**src/rtl/btn_cmd_arbiter.sv**
```systemverilog
// btn_cmd_arbiter: turns debounced button presses into pattern-select updates
// and UART/VGA req/ack commands, serialised by a 4-way round-robin arbiter.
module btn_cmd_arbiter #(
  parameter int unsigned HS_MAX      = 7,
  parameter int unsigned VS_MAX      = 7,
  parameter int unsigned ACK_TIMEOUT = 1023
) (
  input  logic       clk,
  input  logic       rst_n,
  input  logic       HS,
  input  logic       VS,
  input  logic       DF_UART,
  input  logic       DF_VGA,
  output logic [2:0] hs_sel,
  output logic [2:0] vs_sel,
  output logic       uart_req,
  output logic [7:0] uart_data,
  input  logic       uart_ack,
  output logic       vga_req,
  input  logic       vga_ack,
  output logic       busy,
  output logic       err_timeout
);

  localparam int unsigned N_SRC = 4;
  localparam int unsigned SEL_W = 3;
  localparam int unsigned PTR_W = 2;
  localparam int unsigned DAT_W = 8;
  localparam int unsigned CNT_W = (ACK_TIMEOUT > 1) ? $clog2(ACK_TIMEOUT) : 1;
  localparam logic [CNT_W-1:0] CNT_LAST = CNT_W'(ACK_TIMEOUT - 1);
  localparam logic [SEL_W-1:0] HS_LAST  = SEL_W'(HS_MAX);
  localparam logic [SEL_W-1:0] VS_LAST  = SEL_W'(VS_MAX);

  localparam logic [PTR_W-1:0] SRC_HS   = 2'd0;
  localparam logic [PTR_W-1:0] SRC_VS   = 2'd1;
  localparam logic [PTR_W-1:0] SRC_UART = 2'd2;
  localparam logic [PTR_W-1:0] SRC_VGA  = 2'd3;

  typedef enum logic [1:0] {
    S_IDLE      = 2'd0,
    S_WAIT_UART = 2'd1,
    S_WAIT_VGA  = 2'd2
  } state_t;

  state_t             r_state, w_state_nxt;
  logic [N_SRC-1:0]   r_prev;
  logic [N_SRC-1:0]   r_pend;
  logic [PTR_W-1:0]   r_rr_ptr, w_rr_nxt;
  logic [CNT_W-1:0]   r_cnt, w_cnt_nxt;
  logic [SEL_W-1:0]   r_hs_sel, w_hs_nxt;
  logic [SEL_W-1:0]   r_vs_sel, w_vs_nxt;
  logic [DAT_W-1:0]   r_uart_data, w_udata_nxt;
  logic               r_uart_req, w_ureq_nxt;
  logic               r_vga_req, w_vreq_nxt;
  logic               r_err, w_err_nxt;

  logic [N_SRC-1:0]   w_in;
  logic [N_SRC-1:0]   w_press;
  logic [N_SRC-1:0]   w_pend_nxt;
  logic               w_gnt_valid;
  logic [PTR_W-1:0]   w_gnt_idx;
  logic [N_SRC-1:0]   w_gnt_oh;

  assign w_in    = {DF_VGA, DF_UART, VS, HS};
  assign w_press = w_in & ~r_prev;

  // Round-robin search from rr_ptr+1, only while idle
  always_comb begin
    logic [PTR_W-1:0] w_cand;
    w_gnt_valid = 1'b0;
    w_gnt_idx   = r_rr_ptr;
    w_cand      = r_rr_ptr;
    if (r_state == S_IDLE) begin
      for (int k = 1; k < 5; k++) begin
        w_cand = r_rr_ptr + PTR_W'(k);
        if (!w_gnt_valid && r_pend[w_cand]) begin
          w_gnt_valid = 1'b1;
          w_gnt_idx   = w_cand;
        end
      end
    end
    w_gnt_oh = w_gnt_valid ? (N_SRC'(1) << w_gnt_idx) : '0;
  end

  // Pending latch: a new press beats a grant clear in the same cycle
  assign w_pend_nxt = (r_pend & ~w_gnt_oh) | w_press;

  // Next-state and registered-output logic
  always_comb begin
    w_state_nxt = r_state;
    w_rr_nxt    = r_rr_ptr;
    w_cnt_nxt   = r_cnt;
    w_hs_nxt    = r_hs_sel;
    w_vs_nxt    = r_vs_sel;
    w_udata_nxt = r_uart_data;
    w_ureq_nxt  = r_uart_req;
    w_vreq_nxt  = r_vga_req;
    w_err_nxt   = 1'b0;

    unique case (r_state)
      S_IDLE: begin
        if (w_gnt_valid) begin
          w_rr_nxt = w_gnt_idx;
          unique case (w_gnt_idx)
            SRC_HS: w_hs_nxt = (r_hs_sel == HS_LAST) ? '0 : r_hs_sel + SEL_W'(1);
            SRC_VS: w_vs_nxt = (r_vs_sel == VS_LAST) ? '0 : r_vs_sel + SEL_W'(1);
            SRC_UART: begin
              w_udata_nxt = {r_hs_sel, r_vs_sel, 2'b10};
              w_ureq_nxt  = 1'b1;
              w_cnt_nxt   = '0;
              w_state_nxt = S_WAIT_UART;
            end
            SRC_VGA: begin
              w_vreq_nxt  = 1'b1;
              w_cnt_nxt   = '0;
              w_state_nxt = S_WAIT_VGA;
            end
            default: ;
          endcase
        end
      end
      S_WAIT_UART: begin
        if (uart_ack) begin
          w_ureq_nxt  = 1'b0;
          w_cnt_nxt   = '0;
          w_state_nxt = S_IDLE;
        end else if (r_cnt == CNT_LAST) begin
          w_ureq_nxt  = 1'b0;
          w_err_nxt   = 1'b1;
          w_cnt_nxt   = '0;
          w_state_nxt = S_IDLE;
        end else begin
          w_cnt_nxt = r_cnt + CNT_W'(1);
        end
      end
      S_WAIT_VGA: begin
        if (vga_ack) begin
          w_vreq_nxt  = 1'b0;
          w_cnt_nxt   = '0;
          w_state_nxt = S_IDLE;
        end else if (r_cnt == CNT_LAST) begin
          w_vreq_nxt  = 1'b0;
          w_err_nxt   = 1'b1;
          w_cnt_nxt   = '0;
          w_state_nxt = S_IDLE;
        end else begin
          w_cnt_nxt = r_cnt + CNT_W'(1);
        end
      end
      default: begin
        w_state_nxt = S_IDLE;
        w_ureq_nxt  = 1'b0;
        w_vreq_nxt  = 1'b0;
        w_cnt_nxt   = '0;
      end
    endcase
  end

  // State, edge-detect history, pending bits and outputs
  always_ff @(posedge clk or negedge rst_n) begin
    if (!rst_n) begin
      r_state     <= S_IDLE;
      r_prev      <= '1;
      r_pend      <= '0;
      r_rr_ptr    <= SRC_VGA;
      r_cnt       <= '0;
      r_hs_sel    <= '0;
      r_vs_sel    <= '0;
      r_uart_data <= '0;
      r_uart_req  <= 1'b0;
      r_vga_req   <= 1'b0;
      r_err       <= 1'b0;
    end else begin
      r_state     <= w_state_nxt;
      r_prev      <= w_in;
      r_pend      <= w_pend_nxt;
      r_rr_ptr    <= w_rr_nxt;
      r_cnt       <= w_cnt_nxt;
      r_hs_sel    <= w_hs_nxt;
      r_vs_sel    <= w_vs_nxt;
      r_uart_data <= w_udata_nxt;
      r_uart_req  <= w_ureq_nxt;
      r_vga_req   <= w_vreq_nxt;
      r_err       <= w_err_nxt;
    end
  end

  assign hs_sel      = r_hs_sel;
  assign vs_sel      = r_vs_sel;
  assign uart_req    = r_uart_req;
  assign uart_data   = r_uart_data;
  assign vga_req     = r_vga_req;
  assign err_timeout = r_err;
  assign busy        = (r_state != S_IDLE);

endmodule
```
**config.mk**
```make
export PLATFORM = sky130hd
export DESIGN_NAME = btn_cmd_arbiter
export DESIGN_NICKNAME = d
export VERILOG_FILES = /design/src/rtl/btn_cmd_arbiter.sv
export SDC_FILE = /design/constraint.sdc
export NUM_CORES = 1
export LEC_CHECK = 0
export BUFFER_PORTS_ARGS = -buffer_cell sky130_fd_sc_hd__buf_2
export CAP_MARGIN = 20
export CORE_MARGIN = 5
export CORE_UTILIZATION = 25
export DETAILED_ROUTE_END_ITERATION = 8
export PLACE_DENSITY = 0.42
export SKIP_LAST_GASP = 1
export SLEW_MARGIN = 20
export SYNTH_ARGS = -nofsm -noshare
export SYNTH_HDL_FRONTEND = slang
export SYNTH_SLANG_ARGS = --single-unit
```
**constraint.sdc**
```tcl
create_clock -name clk -period 2.94 [get_ports clk]
set_input_delay 0.588 -clock clk [delete_from_list [all_inputs] [get_ports clk]]
set_output_delay 0.588 -clock clk [all_outputs]
set_load 0.005 [all_outputs]
```
# Word level (Yosys, flattened, before mapping)

Index checks and enable logic that the tools add are counted.
Widths: inputs -> output; s select.

$add $sub $neg: 6
Bitwise gates (word level): 7
Eq/ne operators: 15
Shift-type cells: 1
Multiplexer cells: 49
$lt $le $gt $ge: 4
Reduce and logical (&&, ||, !) cells: 18

Operators with widths:

| operator              | count |
|---|---|
| $mux 10               | 5 |
| $pmux 10 s3           | 1 |
| $mux 1                | 22 |
| $mux 2                | 9 |
| $lt 2x3->1 const B    | 4 |
| $add 10x1->10 const B | 1 |
| $eq 10x10->1 const B  | 1 |
| $reduce_and 3->1      | 3 |
| $and 4x4->4           | 2 |
| $bmux 1 s2            | 4 |
| $not 4->4             | 2 |
| $reduce_and 4->1      | 2 |
| $add 3x1->3 const B   | 2 |
| $eq 2x2->1 const B    | 3 |
| $eq 3x3->1 const B    | 2 |
| $mux 3                | 2 |
| $ne 3x3->1 const B    | 2 |
| $pmux 1 s3            | 2 |
| $pmux 2 s3            | 1 |
| $reduce_and 2->1      | 3 |
| $add 2x2->2 const B   | 2 |
| $eq 2x1->1 const B    | 2 |
| $logic_not 2->1       | 2 |
| $mux 4                | 1 |
| 13 further kinds      | 20 |

Input bits: 8
Register bits: 38
Output and inout bits: 18
Word-level logic and storage cells: 111

# Longest topological paths before layout

Gate-level depths: netlist of run 1.

Depth after elaboration: 22
Depth in mapped cells: 9
Mapped depth without buffers: 8

# Least setup slack after synthesis of run 1

Ideal clock, no wire load.

Path type: register -> register
From: register r_state[0]
To: register r_vs_sel[0], in the netlist vs_sel[0]
Required time: 2.812 ns
Data arrival time: 2.082 ns
Slack: 0.730 ns
Clock period less this slack: 2.210 ns
Buffers on the path: 2
Cell stages (with the launch flop): 9
Library setup time: 0.128 ns
Cell sequence: dfrtp_1 > inv_1 > ha_1 > buf_4 > inv_2 > or4_4 > buf_6 > a211oi_4 > mux2_1

Longest elaborated chain between the ends: 4
Elaborated cells between the ends (all ways): 5
Classes of those cells: eq/ne: 1; mux: 2; reduce/logical: 2

Ends and longest elaborated chain:

| what                                  | line    | source |
|---|---|---|
| start, declared                       | 45      | `state_t r_state, w_state_nxt;` |
| start signal, assigned                | 174     | `r_state <= w_state_nxt;` |
| $logic_not 2->1 (*)                   | 73, 100 |  |
| $mux 2                                | 73      | `if (r_state == S_IDLE) begin` |
| $eq 2x1->1                            | 104     | `unique case (w_gnt_idx)` |
| $reduce_and 3->1 (no source line) (*) | n/a     |  |
| end signal, assigned                  | 180     | `r_vs_sel <= w_vs_nxt;` |
| end, declared                         | 51      | `logic [SEL_W-1:0] r_vs_sel, w_vs_nxt;` |

Mark *: on every way between the ends. The rest lies on a longest branch, timed or not.
A chain may end at the register's enable or synchronous reset.

# Final worst setup path of run 1

Same ends and word-level chain as after synthesis.

==> run metrics, run 1 <==
highest clock frequency the design can meet around 410 MHz; post-route ant nets 0; Worst Path Arrival ~2600 ps; combined global-route utilization of all metal layers 0.0901; critical path cell sequence inv_1 -> ha_1 -> inv_2 -> or4_4 -> a211oi_4 -> mux2_1; count of antenna diodes in the layout 0; per-cell via count in the routed design between 4 and 5; summed instance area of the synthesized netlist between 2000 and 2500 sq um; Startpoint Class register; Placeable Area 8220 sq um; instance count after placement with tap cells included 309; post-route clock period utilization 0.836; count of flip-flops with a built-in enable after synthesis 0; total I/O pin count 26; startpoint-to-endpoint class of the critical path register to register; Post-Syn Area per Cell roughly 11 sq um; cell count of the worst hold path 1; cell count after synthesis roughly 190; worst hold slack 400 ps; reg-to-reg critical path startpoint r_state[0]$_DFFE_PN0P_; clock latency on the worst-skew pair 290 ps; hold wc startpoint DF_UART; first-pass GRT wire length about 7400 um; Slowest-stage cell, CP sky130_fd_sc_hd__or4_4; Initial Utilization 0.256; Clock Skew 5.85 ps; Synth Flop Type sky130_fd_sc_hd__dfrtp_1; Overall Power 2.50 mW; number of antenna violations at the first check in global routing 0; Post-synth ARST share 1.00; Worst slew margin 0.410; Min-Delay Path Class input port to register; TNS Setup 0 ps; number of buffers added on ports 24; Register-to-Register Path Depth 6; CTS buffer count 5; Slew Limit Fails 0; # H-tree levels 2; ranking of synthesized cells by area sky130_fd_sc_hd__dfrtp_1 (38%), sky130_fd_sc_hd__dfstp_2 (7.5%), sky130_fd_sc_hd__ha_1 (5.9%); cell chosen for the clock root sky130_fd_sc_hd__clkbuf_8; gr ovfl total 0; biggest area consumer among synthesized cells sky130_fd_sc_hd__dfrtp_1; final non-filler cell total about 320; Mapped Nets 206; routability congestion estimate from global placement 0.697; status finished clean; Nets around 230; CTS clock-pin slew for the worst setup and hold paths about 80 ps; delay contributed by the slowest stage of the critical path 620 ps; max-cap violation count 0; peak fanout along the critical path 8; most common library cell in the layout ignoring fill and taps sky130_fd_sc_hd__dfrtp_1; Detailed Place HPWL 3090 um; drt wl/cell approximately 14 um; area share of the leading cell type in the synthesized netlist 0.380; final core utilization 0.291; final hold violation count 0; area growth from synthesis to layout 13.6%; Worst Hold End r_prev[2]$_DFF_PN1_; maximum clock insertion buffer count 2; clock tree sinks 38; Period minus WS final 2460 ps; Worst EP required 3110 ps; FP Rows 33; number of violations reported at the end of detailed-routing iteration 0 76; final setup vio count 0; sequential fraction of the synthesis area 0.455; flip-flop and latch count after synthesis 38; DRC violation count after routing 0; horizontal die dimension 102 um; Worst-Margin Slew just under 900 ps; register-to-register setup slack 480 ps; static leakage 1.08 nW; length of the first detailed-routing pass in iterations 4; routed wire length 4310 um; maximum number of pins on one net before global-route repair 39; number of warnings printed during yosys synthesis 0; number of buffers added for setup after CTS 0; CTS Hold Bufs 0; power density over cell area 1040 nW/um^2; die footprint approximately 10000 sq um; RSZ-0062 raised after global routing false; CTS tree yes; Die Span Y 102 um; total via count after detailed routing 1417; Resized Gates After CTS 0; Crit. End Element register; Netlist cell types 55; ratio of cells with drive above 1 in the final layout 0.283; commonest cells after routing, fill and taps aside sky130_fd_sc_hd__dfrtp_1 (32), sky130_fd_sc_hd__buf_2 (24), sky130_fd_sc_hd__nor2_1 (19), sky130_fd_sc_hd__nand2_1 (11), sky130_fd_sc_hd__ha_1 (10); worst IR drop on VDD 0.000347 V; Worst R2R End vs_sel[0]$_DFFE_PN0P_; via count of the first global-routing pass 1456
==> stage by stage <==
step                cell area, sq um  worst slack [ps]
floorplan                       2110               730
global placement                2300               556
detailed placement              2300               512
CTS                             2390               489
global route                    2390               382
finish                          2390               481
==> final cells by class <==
cell class / instances / area (sq um)
Fill cell: 836 / 5820
Multi-Input combinational cell: 132 / 1050
Sequential cell: 38 / 958
Tap cell: 105 / 131
Timing Repair Buffer: 24 / 120
Clock buffer: 6 / 82.6
Inverter: 10 / 40.0
Clock inverter: 2 / 12.5
==> critical path: cells and delay by family (launching register included) <==
family	cells	cell delay [ps]
and+or+nand+nor	1	620
adders and majority gates	1	330
AOI/OAI and AO/OA	1	380
muxes	1	360
buffers and inverters	2	240
DFF	1	420
==> routing by layer <==
| metal | vias up | routed length (um) | GRT usage |
|---|---|---|---|
| met5 | - | 0 | 0 |
| met4 | 0 | 75 | 0.0337 |
| met3 | 5 | 90 | 0.0145 |
| met2 | 17 | 2050 | 0.146 |
| met1 | 691 | 2090 | 0.121 |
| li1 | 704 | - | - |
==> cell usage after synthesis (3+ instances only) <==
library cell	n
sky130_fd_sc_hd__nor2_1	19
sky130_fd_sc_hd__a21o_1	3
sky130_fd_sc_hd__o21ai_0	4
sky130_fd_sc_hd__nor3_1	4
sky130_fd_sc_hd__mux2_4	6
sky130_fd_sc_hd__inv_1	8
sky130_fd_sc_hd__nor2b_1	5
sky130_fd_sc_hd__ha_1	10
sky130_fd_sc_hd__and3b_1	3
sky130_fd_sc_hd__xnor2_1	3
sky130_fd_sc_hd__a22o_1	3
sky130_fd_sc_hd__nand2_1	11
sky130_fd_sc_hd__buf_4	3
sky130_fd_sc_hd__buf_2	3
sky130_fd_sc_hd__nand4_1	4
sky130_fd_sc_hd__xor2_1	5
sky130_fd_sc_hd__dfrtp_1	32
sky130_fd_sc_hd__a21oi_1	8
sky130_fd_sc_hd__nand2b_1	4
sky130_fd_sc_hd__mux2_1	6
sky130_fd_sc_hd__dfstp_2	6
==> worst max-delay path by stage <==
stage,from,endpoint,depth (start not counted),slack (ps)
after global placement,r_state[0]$_DFFE_PN0P_,vs_sel[1]$_DFFE_PN0P_,6,560
after CTS,r_state[0]$_DFFE_PN0P_,vs_sel[0]$_DFFE_PN0P_,6,490
after detailed placement,r_state[0]$_DFFE_PN0P_,vs_sel[2]$_DFFE_PN0P_,6,510
after floorplan,r_state[0]$_DFFE_PN0P_,vs_sel[0]$_DFFE_PN0P_,8,730
after global routing,r_state[0]$_DFFE_PN0P_,vs_sel[0]$_DFFE_PN0P_,6,380
final,r_state[0]$_DFFE_PN0P_,vs_sel[0]$_DFFE_PN0P_,6,480
==> report_power, final <==
| part | switching (mW) | internal (mW) | total (mW) |
|---|---|---|---|
| registers | 0.215 | 0.700 | 0.914 |
| clock network | 0.190 | 0.189 | 0.378 |
| logic | 0.603 | 0.600 | 1.20 |
| total | 1.01 | 1.49 | 2.50 |
==> kinds of logic after synthesis <==
| group | share of synthesized area |
|---|---|
| AO/OA/AOI/OAI | 0.123 |
| XOR/XNOR | 0.0333 |
| adder cells (fa/ha/maj) | 0.0594 |
| buffers and inverters | 0.0475 |
| flip-flops | 0.455 |
| multiplexers | 0.0802 |
| other | 0.00178 |
| AND/OR/NAND/NOR | 0.200 |
==> registers in the layout, summed over array words and instances (netlist names) <==
signal / cells
vs_sel: 3
r_state: 2
uart_data: 7
r_prev: 4
r_pend: 4
r_cnt: 10
vga_req: 1
err_timeout: 1
r_rr_ptr: 2
uart_req: 1
hs_sel: 3
Note: power is estimated with default switching activity, not from simulation.
==> run 2, diff against run 1 <==
==> constraint.sdc (replaced) <==
create_clock -name clk -period 2.49 [get_ports clk]
set_input_delay 0.498 -clock clk [delete_from_list [all_inputs] [get_ports clk]]
set_output_delay 0.498 -clock clk [all_outputs]
set_load 0.005 [all_outputs]
==> run metrics, run 2 (synthesis gave the netlist of run 1 again) <==
status finished clean (unchanged); Worst slew margin 0.664 (was 0.410); Slowest-stage cell, CP sky130_fd_sc_hd__dfstp_2 (was sky130_fd_sc_hd__or4_4); sw frac 0.399 (was 0.403); Die Span Y 102 um (unchanged); TNS Setup 0 ps (unchanged); Initial Utilization 0.256 (unchanged); post-route clock period utilization 0.910 (was 0.836); power density over cell area 1230 nW/um^2 (was 1040 nW/um^2); horizontal die dimension 102 um (unchanged); Crit. End Element register (unchanged); final setup vio count 0 (unchanged); static leakage 1.10 nW (was 1.08 nW); Detailed Place HPWL 3140 um (was 3090 um); delay contributed by the slowest stage of the critical path 650 ps (was 620 ps); final hold violation count 0 (unchanged); CTS tree yes (unchanged); worst IR drop on VDD 0.000458 V (was 0.000347 V); routed wire length 4300 um (was 4310 um); Slew Limit Fails 0 (unchanged); critical path cell sequence nand2b_1 -> a21oi_1 -> or4_4 -> a211oi_4 -> mux2_1 (was inv_1 -> ha_1 -> inv_2 -> or4_4 -> a211oi_4 -> mux2_1); instance count after placement with tap cells included 315 (was 309); number of flip-flops under the largest register name 10 (unchanged); ratio of cells with drive above 1 in the final layout 0.289 (was 0.283); maximum clock insertion buffer count 2 (unchanged); final non-filler cell total 323 (was 317); number of antenna violations at the first check in global routing 0 (unchanged); sequential cell fraction of total power 0.360 (was 0.366); FILL cells 853 (was 836); Worst Path Arrival 2440 ps (was 2630 ps); Resized Gates After CTS 0 (unchanged); Worst-Margin Slew 498 ps (was 886 ps); commonest cells after routing, fill and taps aside sky130_fd_sc_hd__dfrtp_1 (32), sky130_fd_sc_hd__buf_2 (24), sky130_fd_sc_hd__nor2_1 (19), sky130_fd_sc_hd__nand2_1 (11), sky130_fd_sc_hd__ha_1 (10) (unchanged); Period minus WS final 2270 ps (was 2460 ps); Worst EP required 2660 ps (was 3110 ps); area growth from synthesis to layout 15.0% (was 13.6%); Min-Delay Path Class input port to async pin (was input port to register); per-cell via count in the routed design 4.52 (was 4.47); highest clock frequency the design can meet 441 MHz (was 407 MHz); length of the first detailed-routing pass in iterations 4 (unchanged); total internal power 1.80 mW (was 1.49 mW); cell chosen for the clock root sky130_fd_sc_hd__clkbuf_8 (unchanged); number of buffers added on ports 24 (unchanged); CTS Hold Bufs 0 (unchanged); most common library cell in the layout ignoring fill and taps sky130_fd_sc_hd__dfrtp_1 (unchanged); count of antenna diodes in the layout 0 (unchanged); CTS clock-pin slew for the worst setup and hold paths 80 ps (about the same); switching power 1.19 mW (was 1.01 mW); RSZ-0062 raised after global routing false (unchanged); peak fanout along the critical path 12 (was 8); final core utilization 0.295 (was 0.291); die footprint 10400 sq um (unchanged); CTS buffer count 5 (unchanged); power share of the combinational group 0.504 (was 0.482); gr ovfl total 0 (unchanged); max-cap violation count 0 (unchanged); clock tree sinks 38 (unchanged); Placeable Area 8220 sq um (unchanged); FP Rows 33 (unchanged); total via count after detailed routing 1459 (was 1417); total I/O pin count 26 (unchanged); cell family contributing the most delay on the critical path simple AND/OR/NAND/NOR gates (unchanged); clock latency on the worst-skew pair 290 ps (about the same); Startpoint Class register (unchanged); clock network fraction of total power 0.136 (was 0.152); first-pass GRT wire length 7530 um (was 7420 um); Nets 235 (was 229); Bufs and invs on worst path 0 (was 2); Reg area 958 sq um (unchanged); area used by multi-input combinational logic 1050 sq um (unchanged); post-route ant nets 0 (unchanged); register name with the most flops r_cnt (unchanged); DRC violation count after routing 0 (unchanged); number of violations reported at the end of detailed-routing iteration 0 113 (was 76); number of buffers added for setup after CTS 0 (unchanged); drt wl/cell 13.3 um (was 13.6 um); routability congestion estimate from global placement 0.776 (was 0.697); combined global-route utilization of all metal layers 0.0924 (was 0.0901); via count of the first global-routing pass 1507 (was 1456); # H-tree levels 2 (unchanged); startpoint-to-endpoint class of the critical path register to register (unchanged); maximum number of pins on one net before global-route repair 26 (was 39); Clock Skew 8.12 ps (was 5.85 ps)
[run 2: cell count changes in the layout (fill, tap and decap cells not counted), sizes merged]
cell,change
buf,+6
clkbuf,+2
clkinv,-1
clkinvlp,-1
[run 2: area by class of cell]
type	count	share of cell area
Multi-Input combinational cell	132	0.433
Clock buffer	8	0.0330
Sequential cell	38	0.395
Tap cell	105	0.0542
Inverter	10	0.0165
Timing Repair Buffer	30	0.0681
[run 2: worst reg2reg max path: cells and delay by family (launching register included)]
family | cells | cell delay [ps]
AND/OR/NAND/NOR | 2 | 710
flip-flops | 1 | 650
AO/OA/AOI/OAI | 2 | 440
multiplexers | 1 | 350
[run 2: path summary, 6_finish.rpt]
path | slack, ps | from | cells after the start | to
setup / recovery | 220 | r_rr_ptr[1]$_DFFE_PN1N_ | 5 | vs_sel[0]$_DFFE_PN0P_
min in group clk | 320 | DF_VGA | 1 | r_prev[3]$_DFF_PN1_
max in group asynchronous | 1710 | rst_n | 2 | r_prev[1]$_DFF_PN1_
setup reg to reg | 220 | r_rr_ptr[1]$_DFFE_PN1N_ | 5 | vs_sel[0]$_DFFE_PN0P_
hold reg to reg | 480 | uart_data[1]$_DFFE_PN0P_ | 1 | uart_data[1]$_DFFE_PN0P_
hold / removal | 90 | rst_n | 1 | uart_data[1]$_DFFE_PN0P_
[run 2: routing by layer]
metal | wire length, um | track usage | vias up
li1 | - | - | 715
met1 | 2110 | 0.130 | 722
met2 | 2040 | 0.140 | 17
met3 | 75 | 0.0165 | 5
met4 | 85 | 0.0368 | 0
met5 | 0 | 0 | -
[run 2: metrics by stage]
step / total power, mW / instance area [sq um] / setup slack [ps] / hold slack [ps]
finish: 2.99 / 2420 / 223 / 90.5
global route: 3.24 / 2420 / 87.3 / 114
CTS: 3.05 / 2420 / 246 / 90.9
detailed placement: 2.62 / 2340 / 262 / 407
global placement: 2.63 / 2340 / 268 / 412
floorplan: 2.19 / 2110 / 280 / 202
[run 2: power groups by stage]
stage                     combinational (mW)  clock, mW  sequential [mW]
final                                   1.51      0.406             1.08
after CTS                               1.54      0.432             1.08
after global routing                    1.67      0.454             1.12
after floorplan                         1.23          0            0.968
after detailed placement                1.53          0             1.09
after global placement                  1.54          0             1.10
==> run 3, diff against run 2 <==
--- a/config.mk
+++ b/config.mk
@@ -8,9 +8,9 @@
 export BUFFER_PORTS_ARGS = -buffer_cell sky130_fd_sc_hd__buf_2
 export CAP_MARGIN = 20
 export CORE_MARGIN = 5
-export CORE_UTILIZATION = 25
+export CORE_UTILIZATION = 50
 export DETAILED_ROUTE_END_ITERATION = 8
-export PLACE_DENSITY = 0.42
+export PLACE_DENSITY = 0.71
 export SKIP_LAST_GASP = 1
 export SLEW_MARGIN = 20
 export SYNTH_ARGS = -nofsm -noshare
==> run metrics, run 3 (synthesis gave the netlist of run 1 again) <==
count of antenna diodes in the layout 0 (unchanged); TNS Setup 0 ps (unchanged); Placeable Area 4030 sq um (was 8220 sq um); instance count after placement with tap cells included 256 (was 315); Detailed Place HPWL 2980 um (was 3140 um); delay contributed by the slowest stage of the critical path 640 ps (was 650 ps); drt wl/cell 15.5 um (was 13.3 um); Die Span Y 74.9 um (was 102 um); static leakage 1.10 nW (about the same); total via count after detailed routing 1458 (was 1459); via count of the first global-routing pass 1575 (was 1507); Startpoint Class register (unchanged); power density over cell area 1290 nW/um^2 (was 1230 nW/um^2); CTS clock-pin slew for the worst setup and hold paths 80 ps (about the same); number of buffers added for setup after CTS 0 (unchanged); Resized Gates After CTS 0 (unchanged); Worst slew margin 0.445 (was 0.664); length of the first detailed-routing pass in iterations 4 (unchanged); final non-filler cell total 264 (was 323); Worst R2R End vs_sel[1]$_DFFE_PN0P_ (was vs_sel[0]$_DFFE_PN0P_); FP Rows 23 (was 33); Min-Delay Path Class input port to async pin (unchanged); critical path cell sequence nand2b_1 -> a21oi_1 -> or4_4 -> a211oi_4 -> mux2_1 (unchanged); cell chosen for the clock root sky130_fd_sc_hd__clkbuf_8 (unchanged); die footprint 5610 sq um (was 10400 sq um); Register-to-Register Path Depth 5 (unchanged); cell family contributing the most delay on the critical path simple AND/OR/NAND/NOR gates (unchanged); worst IR drop on VDD 0.000668 V (was 0.000458 V); Initial Utilization 0.523 (was 0.256); CTS Hold Bufs 0 (unchanged); Crit. End Element register (unchanged); worst hold slack 299 ps (was 90.5 ps); grt met1 use 0.217 (was 0.130); DRC violation count after routing 0 (unchanged); final hold violation count 0 (unchanged); RSZ-0062 raised after global routing false (unchanged); status finished clean (unchanged); maximum number of pins on one net before global-route repair 39 (was 26); area growth from synthesis to layout 11.7% (was 15.0%); Worst Setup EP vs_sel[1]$_DFFE_PN0P_ (was vs_sel[0]$_DFFE_PN0P_); global routing's busiest layer met2 (unchanged); Crit path depth 5 (unchanged); M2 GR Usage 0.279 (was 0.140); Placement Cell Area 2240 sq um (was 2340 sq um); maximum clock insertion buffer count 2 (unchanged); most common library cell in the layout ignoring fill and taps sky130_fd_sc_hd__dfrtp_1 (unchanged); first-pass GRT wire length 7340 um (was 7530 um); area of all placed cells without fillers 2350 sq um (was 2420 sq um); routability congestion estimate from global placement 0.823 (was 0.776); Worst-Margin Slew 832 ps (was 498 ps); ratio of cells with drive above 1 in the final layout 0.290 (was 0.289); Worst EP required 2670 ps (was 2660 ps); routed wire length 4100 um (was 4300 um); Period minus WS final 2250 ps (was 2270 ps); max-cap violation count 0 (unchanged); CTS buffer count 5 (unchanged); Nets 231 (was 235); post-route clock period utilization 0.904 (was 0.910); # H-tree levels 2 (unchanged); register-to-register setup slack 240 ps (was 220 ps); gr ovfl total 0 (unchanged); number of antenna violations at the first check in global routing 0 (unchanged); total I/O pin count 26 (unchanged); Bufs and invs on worst path 0 (unchanged); clock latency on the worst-skew pair 290 ps (about the same); startpoint-to-endpoint class of the critical path register to register (unchanged); critical path launch point r_rr_ptr[1]$_DFFE_PN1N_ (unchanged); number of flip-flops under the largest register name 10 (unchanged); combined global-route utilization of all metal layers 0.173 (was 0.0924); final setup vio count 0 (unchanged); Clock Skew 5.87 ps (was 8.12 ps); horizontal die dimension 74.9 um (was 102 um); clock tree sinks 38 (unchanged); Worst Path Arrival 2430 ps (was 2440 ps); peak fanout along the critical path 12 (unchanged); global routing met3 resource utilization 0.0454 (was 0.0165); Overall Power 3.05 mW (was 2.99 mW); highest clock frequency the design can meet 444 MHz (was 441 MHz); reg-to-reg critical path startpoint r_rr_ptr[1]$_DFFE_PN1N_ (unchanged); register name with the most flops r_cnt (unchanged); per-cell via count in the routed design 5.52 (was 4.52); Slowest-stage cell, CP sky130_fd_sc_hd__dfstp_2 (unchanged); number of buffers added on ports 24 (unchanged); number of violations reported at the end of detailed-routing iteration 0 73 (was 113); Slew Limit Fails 0 (unchanged); commonest cells after routing, fill and taps aside sky130_fd_sc_hd__dfrtp_1 (32), sky130_fd_sc_hd__buf_2 (24), sky130_fd_sc_hd__nor2_1 (19), sky130_fd_sc_hd__nand2_1 (11), sky130_fd_sc_hd__ha_1 (10) (unchanged); CTS tree yes (unchanged); post-route ant nets 0 (unchanged)
[run 3: report_power, final]
part | internal (mW) | switching (mW)
Sequential | 0.827 | 0.250
Combinational | 0.731 | 0.726
Clock | 0.295 | 0.218
[run 3: final cells by class]
type | count | area [sq um]
fill | 342 | 1680
timing repair buffer | 26 | 135
multi-input combinational | 132 | 1050
clock inverter | 3 | 40.0
clock buffer | 5 | 68.8
tap | 50 | 62.6
inverter | 10 | 40.0
sequential | 38 | 958
[run 3: worst register-to-register path: stages (launching register included)]
cell	delay, ps
sky130_fd_sc_hd__dfstp_2	640
sky130_fd_sc_hd__nand2b_1	130
sky130_fd_sc_hd__a21oi_1	70
sky130_fd_sc_hd__or4_4	580
sky130_fd_sc_hd__a211oi_4	360
sky130_fd_sc_hd__mux2_1	350
[run 3: worst min-delay path by stage]
stage | cells after the start | end | from
after floorplan | 0 | err_timeout$_DFF_PN0_ | rst_n
after global placement | 1 | uart_data[1]$_DFFE_PN0P_ | uart_data[1]$_DFFE_PN0P_
after detailed placement | 1 | uart_data[1]$_DFFE_PN0P_ | uart_data[1]$_DFFE_PN0P_
after CTS | 1 | r_prev[3]$_DFF_PN1_ | DF_VGA
after global routing | 1 | r_prev[3]$_DFF_PN1_ | DF_VGA
final | 1 | uart_data[1]$_DFFE_PN0P_ | rst_n
[run 3: layer usage]
layer	wire (um)	share of wire	vias to the layer above
met5	0	0	-
li1	-	-	704
met4	68	0.017	0
met2	2050	0.50	23
met1	1860	0.45	725
met3	127	0.031	6
[run 3: metrics by stage]
step | utilization | setup slack, ps
after floorplan | - | 280
after global placement | 0.557 | 311
after detailed placement | 0.557 | 251
after CTS | 0.584 | 229
after global routing | 0.584 | 123
final | 0.584 | 239
